--- src/rtl/dcache_ctrl.sv ---
// dcache_ctrl: direct-mapped, write-back data cache controller.
// Sits between the CPU byte interface and a 32-bit-block data memory.
// Serves read/write hits with no stall. On a miss it writes back a dirty
// victim, then fetches the new block using a level handshake on MEM_BUSYWAIT.
//
// Ports:
//   CLK, RESET        clock; synchronous active-high reset
//   READ, WRITE       CPU request, held until BUSYWAIT is low (both high = write)
//   ADDRESS[7:0]      tag[7:5], index[4:2], offset[1:0]
//   WRITEDATA[7:0]    CPU write byte
//   READDATA[7:0]     CPU read byte (combinational on hit, 0 otherwise)
//   BUSYWAIT          CPU stall
//   MEM_READ/WRITE    registered block fetch / write-back requests
//   MEM_ADDRESS[5:0]  block address {tag,index}
//   MEM_WRITEDATA     victim block, byte0 in [7:0]
//   MEM_READDATA      fetched block
//   MEM_BUSYWAIT      memory busy
//   HIT_COUNT, MISS_COUNT  saturating access counters (CACHE_STATS_EN only)
//
// Optional feature macro: CACHE_STATS_EN.
module dcache_ctrl #(
  parameter int unsigned NUM_SETS = 8
`ifdef CACHE_STATS_EN
  , parameter int unsigned STATS_W = 16
`endif
) (
  input  logic        CLK,
  input  logic        RESET,
  input  logic        READ,
  input  logic        WRITE,
  input  logic [7:0]  ADDRESS,
  input  logic [7:0]  WRITEDATA,
  output logic [7:0]  READDATA,
  output logic        BUSYWAIT,
`ifdef CACHE_STATS_EN
  output logic [STATS_W-1:0] HIT_COUNT,
  output logic [STATS_W-1:0] MISS_COUNT,
`endif
  output logic        MEM_READ,
  output logic        MEM_WRITE,
  output logic [5:0]  MEM_ADDRESS,
  output logic [31:0] MEM_WRITEDATA,
  input  logic [31:0] MEM_READDATA,
  input  logic        MEM_BUSYWAIT
);

  localparam int unsigned IDX_W  = $clog2(NUM_SETS);
  localparam int unsigned BLK_AW = 6;
  localparam int unsigned TAG_W  = BLK_AW - IDX_W;
  localparam int unsigned BLK_W  = 32;

  typedef enum logic [1:0] {IDLE, WRITEBACK, FETCH, UPDATE} state_e;

  state_e              state_q;
  logic [BLK_W-1:0]    data_q [NUM_SETS];
  logic [TAG_W-1:0]    tag_q  [NUM_SETS];
  logic [NUM_SETS-1:0] valid_q;
  logic [NUM_SETS-1:0] dirty_q;
  logic [BLK_W-1:0]    fill_q;
  logic [BLK_W-1:0]    mem_wdata_q;
  logic [BLK_AW-1:0]   mem_addr_q;
  logic [BLK_AW-1:0]   miss_addr_q;
  logic                mem_read_q;
  logic                mem_write_q;

  logic [IDX_W-1:0] idx_c;
  logic [TAG_W-1:0] tag_c;
  logic [4:0]       boff_c;
  logic [IDX_W-1:0] fill_idx_c;
  logic [TAG_W-1:0] fill_tag_c;
  logic [BLK_W-1:0] line_c;
  logic             req_c;
  logic             hit_c;
  logic             wr_hit_c;

  // Address decode and hit detection against the indexed line
  assign idx_c      = ADDRESS[IDX_W+1:2];
  assign tag_c      = ADDRESS[7:IDX_W+2];
  assign boff_c     = {ADDRESS[1:0], 3'b000};
  assign fill_idx_c = miss_addr_q[IDX_W-1:0];
  assign fill_tag_c = miss_addr_q[BLK_AW-1:IDX_W];
  assign line_c     = data_q[idx_c];
  assign req_c      = READ | WRITE;
  assign hit_c      = valid_q[idx_c] && (tag_q[idx_c] == tag_c);
  assign wr_hit_c   = (state_q == IDLE) && WRITE && hit_c && !RESET;

  // CPU-side outputs are combinational so a hit costs no stall cycle
  assign READDATA = hit_c ? line_c[boff_c +: 8] : 8'h00;
  assign BUSYWAIT = (state_q != IDLE) || (req_c && !hit_c);

  assign MEM_READ      = mem_read_q;
  assign MEM_WRITE     = mem_write_q;
  assign MEM_ADDRESS   = mem_addr_q;
  assign MEM_WRITEDATA = mem_wdata_q;

  // Line data and tag storage (contents are don't-care until valid)
  always_ff @(posedge CLK) begin
    if (!RESET) begin
      if (wr_hit_c) begin
        data_q[idx_c][boff_c +: 8] <= WRITEDATA;
      end else if (state_q == UPDATE) begin
        data_q[fill_idx_c] <= fill_q;
        tag_q[fill_idx_c]  <= fill_tag_c;
      end
    end
  end

  // Miss-handling FSM with registered memory requests
  always_ff @(posedge CLK) begin
    if (RESET) begin
      state_q     <= IDLE;
      valid_q     <= '0;
      dirty_q     <= '0;
      mem_read_q  <= 1'b0;
      mem_write_q <= 1'b0;
      mem_addr_q  <= '0;
      mem_wdata_q <= '0;
      miss_addr_q <= '0;
      fill_q      <= '0;
    end else begin
      case (state_q)
        IDLE: begin
          if (req_c) begin
            if (hit_c) begin
              if (WRITE) dirty_q[idx_c] <= 1'b1;
            end else begin
              // Latch the miss block so the fill does not depend on ADDRESS later
              miss_addr_q <= ADDRESS[7:2];
              if (valid_q[idx_c] && dirty_q[idx_c]) begin
                state_q     <= WRITEBACK;
                mem_write_q <= 1'b1;
                mem_addr_q  <= {tag_q[idx_c], idx_c};
                mem_wdata_q <= line_c;
              end else begin
                state_q    <= FETCH;
                mem_read_q <= 1'b1;
                mem_addr_q <= ADDRESS[7:2];
              end
            end
          end
        end
        WRITEBACK: begin
          if (!MEM_BUSYWAIT) begin
            state_q     <= FETCH;
            mem_write_q <= 1'b0;
            mem_read_q  <= 1'b1;
            mem_addr_q  <= miss_addr_q;
          end
        end
        FETCH: begin
          if (!MEM_BUSYWAIT) begin
            state_q    <= UPDATE;
            mem_read_q <= 1'b0;
            fill_q     <= MEM_READDATA;
          end
        end
        UPDATE: begin
          valid_q[fill_idx_c] <= 1'b1;
          dirty_q[fill_idx_c] <= 1'b0;
          state_q             <= IDLE;
        end
        default: state_q <= IDLE;
      endcase
    end
  end

`ifdef CACHE_STATS_EN
  logic post_fill_q;

  // Count each access once on first presentation; the replayed hit after a fill is skipped
  always_ff @(posedge CLK) begin
    if (RESET) begin
      post_fill_q <= 1'b0;
      HIT_COUNT   <= '0;
      MISS_COUNT  <= '0;
    end else begin
      post_fill_q <= (state_q == UPDATE);
      if ((state_q == IDLE) && req_c && !post_fill_q) begin
        if (hit_c) begin
          if (HIT_COUNT != '1) HIT_COUNT <= HIT_COUNT + STATS_W'(1);
        end else begin
          if (MISS_COUNT != '1) MISS_COUNT <= MISS_COUNT + STATS_W'(1);
        end
      end
    end
  end
`else
  // Statistics counters not built
`endif

endmodule

--- config.mk ---
export PLATFORM = sky130hd
export DESIGN_NAME = dcache_ctrl
export DESIGN_NICKNAME = d
export VERILOG_FILES = /design/src/rtl/dcache_ctrl.sv
export SDC_FILE = /design/constraint.sdc
export NUM_CORES = 1
export LEC_CHECK = 0
export ABC_AREA = 1
export CORE_MARGIN = 4
export CORE_UTILIZATION = 45
export DETAILED_ROUTE_END_ITERATION = 10
export PLACE_DENSITY = 0.74
export REMOVE_ABC_BUFFERS = 1
export SYNTH_ARGS = -nofsm -noshare
export SYNTH_HDL_FRONTEND = slang
export SYNTH_SLANG_ARGS = --single-unit
--- constraint.sdc ---
create_clock -name CLK -period 3.9 [get_ports CLK]
set_clock_uncertainty 0.1 [all_clocks]
set_input_delay 1.17 -clock CLK [delete_from_list [all_inputs] [get_ports CLK]]
set_output_delay 1.17 -clock CLK [all_outputs]
set_load 0.02 [all_outputs]
==> metrics <==
status finished, violations left; violations in the final reports setup timing; largest net degree at the start of global routing 56; top cell type by total area after synthesis sky130_fd_sc_hd__edfxtp_1; max frequency 241 MHz; count of state elements after synthesis 376; cts hold-fix bufs 0; via count of the first global-routing pass 12,900; number of iterations in the first detailed-routing pass 6; Clock Pin Slew Worst Setup and Hold Paths 0.06 ns; die footprint 37,900 um2; relative area change from synthesis to final layout 35.5%; syn_area_per_cell 10.4 um2; Power Density 440 nW/um2; Reg power frac 0.475; startpoint type of the worst setup path input port; final routed DRC violation total 0; post-route worst setup slack -0.258 ns; maximum clock path buffer count 3; die outline height 195 um; global-route usage over all layers 0.249; clock power share 0.413; number of max-cap violations 0; headroom to the max-slew limit 0.189; Post-Route WL 50,000 um; H-Tree Depth 2; sort of element at the end of the critical path output pin; Netlist Area Pre-Place 15,700 um2; aggregate negative setup slack -2.31 ns; data required time of the worst path 2.63 ns; global-route wire length before repair 74,000 um; number of hold violations in the final report 0; DR vias/cell 5.66; main flop type after synthesis sky130_fd_sc_hd__edfxtp_1; source-to-sink clock delay at the later pin of the worst-skew pair 0.54 ns; routed vias 13,100; period utilization 1.07; Power Internal 7.09 mW; fraction of final layout cells with drive strength greater than 1 0.240; Cells after Synth 1,515; Die Width 195 um; fin nets 1,898; fin. max-slew vios 0; Least-Margin Pin Slew 1.22 ns; clock root buffer sky130_fd_sc_hd__clkbuf_16; net switching fraction of the power 0.243; first-iteration detailed-routing DRC count 1,641; most utilized layer in the global route result met2; proportion of register bits with asynchronous set or reset after synthesis 0; warnings from Yosys 0; fraction of the yosys area taken by sequential cells 0.658; met2 usage 0.406; met3 GRT Util 0.0575; total clock sinks 376; largest fanout of any net on the critical path 6; RD Place Congestion 0.925; number of CTS-inserted buffers 40; clock tree from TritonCTS yes; residual overflow from global routing 0; global routing usage on met1 0.327; antenna violations before repair 0; total core area 34,500 um2; top-level I/O count 102; Netlist cell types 38; remaining antenna violation count 0; Min Clock Period, post-route 4.16 ns; Setup violations, final 26; Crit Path Category input port to output pin; min-delay worst type register to register; slowest library cell on the worst path sky130_fd_sc_hd__a21oi_2; mean routed wirelength per cell 21.5 um; number of enable-type register cells in the synthesized netlist 280; initial standard-cell utilization of the core 0.455; Worst VDD drop 0.300 mV; Yosys top cell area share 0.536; standard-cell row count 68; crit-path cells buf_12 -> inv_12 -> nand2_8 -> nor2_4 -> buf_6 -> buf_16 -> buf_4 -> nand2_1 -> nand4_1 -> nor3_4 -> nand2_1 -> o211ai_1 -> a21oi_2 -> buf_6; total design power 9.36 mW; CP Data Arrival Time 2.89 ns; maximum single-stage delay on the critical path 0.25 ns; dominant cells by area after synthesis sky130_fd_sc_hd__edfxtp_1 54%, sky130_fd_sc_hd__dfxtp_1 12%, sky130_fd_sc_hd__nand2_1 7.9%; sw power 2.27 mW; count of port buffers added during placement 101; leakage dissipation 8.23 nW; combinational cell fraction of total power 0.112; placed wire-length estimate after detailed placement 31,300 um; RSZ-0062 raised after global routing yes
## logic make-up after synthesis
logic type      count (synthesis)  share of synthesized area
compound gates                303                      0.114
fa+ha+maj                      10                    0.00797
buf+inv                       189                     0.0494
flops                         376                      0.658
simple gates                  637                      0.170
## area by class of cell
type | count | area (um2)
well taps | 455 | 569
flip-flops and latches | 376 | 10300
fillers | 2493 | 13200
clock inverters | 22 | 256
multi-input cells | 950 | 5060
repair buffers | 354 | 3470
diodes | 1 | 2.50
repair inverters | 1 | 6.26
clock buffers | 52 | 1100
inverters | 112 | 465
## sequential cells by signal, summed over array words and instances (netlist names), 2 cells and up
signal,cells
dirty_q,8
MEM_WRITEDATA,32
data_q,256
tag_q,24
miss_addr_q,6
MEM_ADDRESS,6
fill_q,32
valid_q,8
state_q,2
## cells in the mapped netlist (20+ instances only)
master                     count
sky130_fd_sc_hd__o21ai_0     117
sky130_fd_sc_hd__clkbuf_1     42
sky130_fd_sc_hd__dfxtp_1      96
sky130_fd_sc_hd__a22oi_1      28
sky130_fd_sc_hd__a22o_1       36
sky130_fd_sc_hd__nand3_1      58
sky130_fd_sc_hd__buf_2        20
sky130_fd_sc_hd__a21oi_1      69
sky130_fd_sc_hd__nand2_1     329
sky130_fd_sc_hd__edfxtp_1    280
sky130_fd_sc_hd__nor2_1      185
sky130_fd_sc_hd__inv_1       103
sky130_fd_sc_hd__o21ai_1      28
## placed cells by master (no fill, tap or decap), types with 44 or more instances in the layout
cell / netlist / routed
sky130_fd_sc_hd__edfxtp_1: 280 / 280
sky130_fd_sc_hd__nand3_1: 58 / 48
sky130_fd_sc_hd__clkbuf_16: 0 / 44
sky130_fd_sc_hd__a21oi_1: 69 / 61
sky130_fd_sc_hd__o21ai_0: 117 / 108
sky130_fd_sc_hd__inv_1: 103 / 99
sky130_fd_sc_hd__nor2_1: 185 / 175
sky130_fd_sc_hd__clkdlybuf4s50_1: 0 / 89
sky130_fd_sc_hd__dfxtp_1: 96 / 96
sky130_fd_sc_hd__nand2_1: 329 / 293
sky130_fd_sc_hd__buf_4: 11 / 203
## per-layer routing
metal | routed length (um) | part of all wire | vias to the layer above
li1 | - | - | 5884
met1 | 19000 | 0.38 | 6329
met2 | 23500 | 0.47 | 790
met3 | 5320 | 0.11 | 146
met4 | 2190 | 0.044 | 0
met5 | 0 | 0 | -
## worst paths after layout
check / startpoint / end / slack, ns / cells after the start
min reg2reg: MEM_WRITEDATA[31] / MEM_WRITEDATA[31] / 0.34 / 2
max: ADDRESS[3] / READDATA[1] / -0.26 / 14
max reg2reg: valid_q[1] / MEM_WRITEDATA[19] / 0.67 / 26
min: MEM_WRITEDATA[31] / MEM_WRITEDATA[31] / 0.34 / 2
## metrics by stage
stage	utilization	std cells	setup WS [ns]	instance area [um2]	hold slack (ns)
6_report	0.617	2323	-0.258	21300	0.343
5_1_grt	0.617	2322	-0.340	21300	0.363
4_1_cts	0.603	2303	-0.211	20800	0.341
3_5_place_dp	0.538	2179	-1.44	18500	0.333
3_3_place_gp	0.538	2179	-1.41	18500	0.332
2_1_floorplan	-	1438	-1.82	15300	0.331
## repair_timing
item / 4_1_cts / 5_1_grt
cloned: 9 / 4
hold endpoints to repair: 0 / 0
pin swaps: 41 / 64
setup buffers: 42 / 19
gates resized for setup: 165 / 82
endpoints found under the setup margin: 9 / 43
## power groups by stage
stage / Sequential (mW) / Clock (mW) / Combinational (mW)
floorplan: 4.53 / 0 / 0.410
global placement: 4.52 / 0 / 0.868
detailed placement: 4.53 / 0 / 0.885
CTS: 4.44 / 3.89 / 0.987
global route: 4.45 / 4.07 / 1.13
finish: 4.44 / 3.86 / 1.05
## critical path, delay by kind of cell
kind / cells / cell delay [ns]
and+or+nand+nor: 6 / 0.52
AOI/OAI and AO/OA: 2 / 0.39
buffers and inverters: 6 / 0.80
No activity file was read; power rests on OpenSTA's default activity.
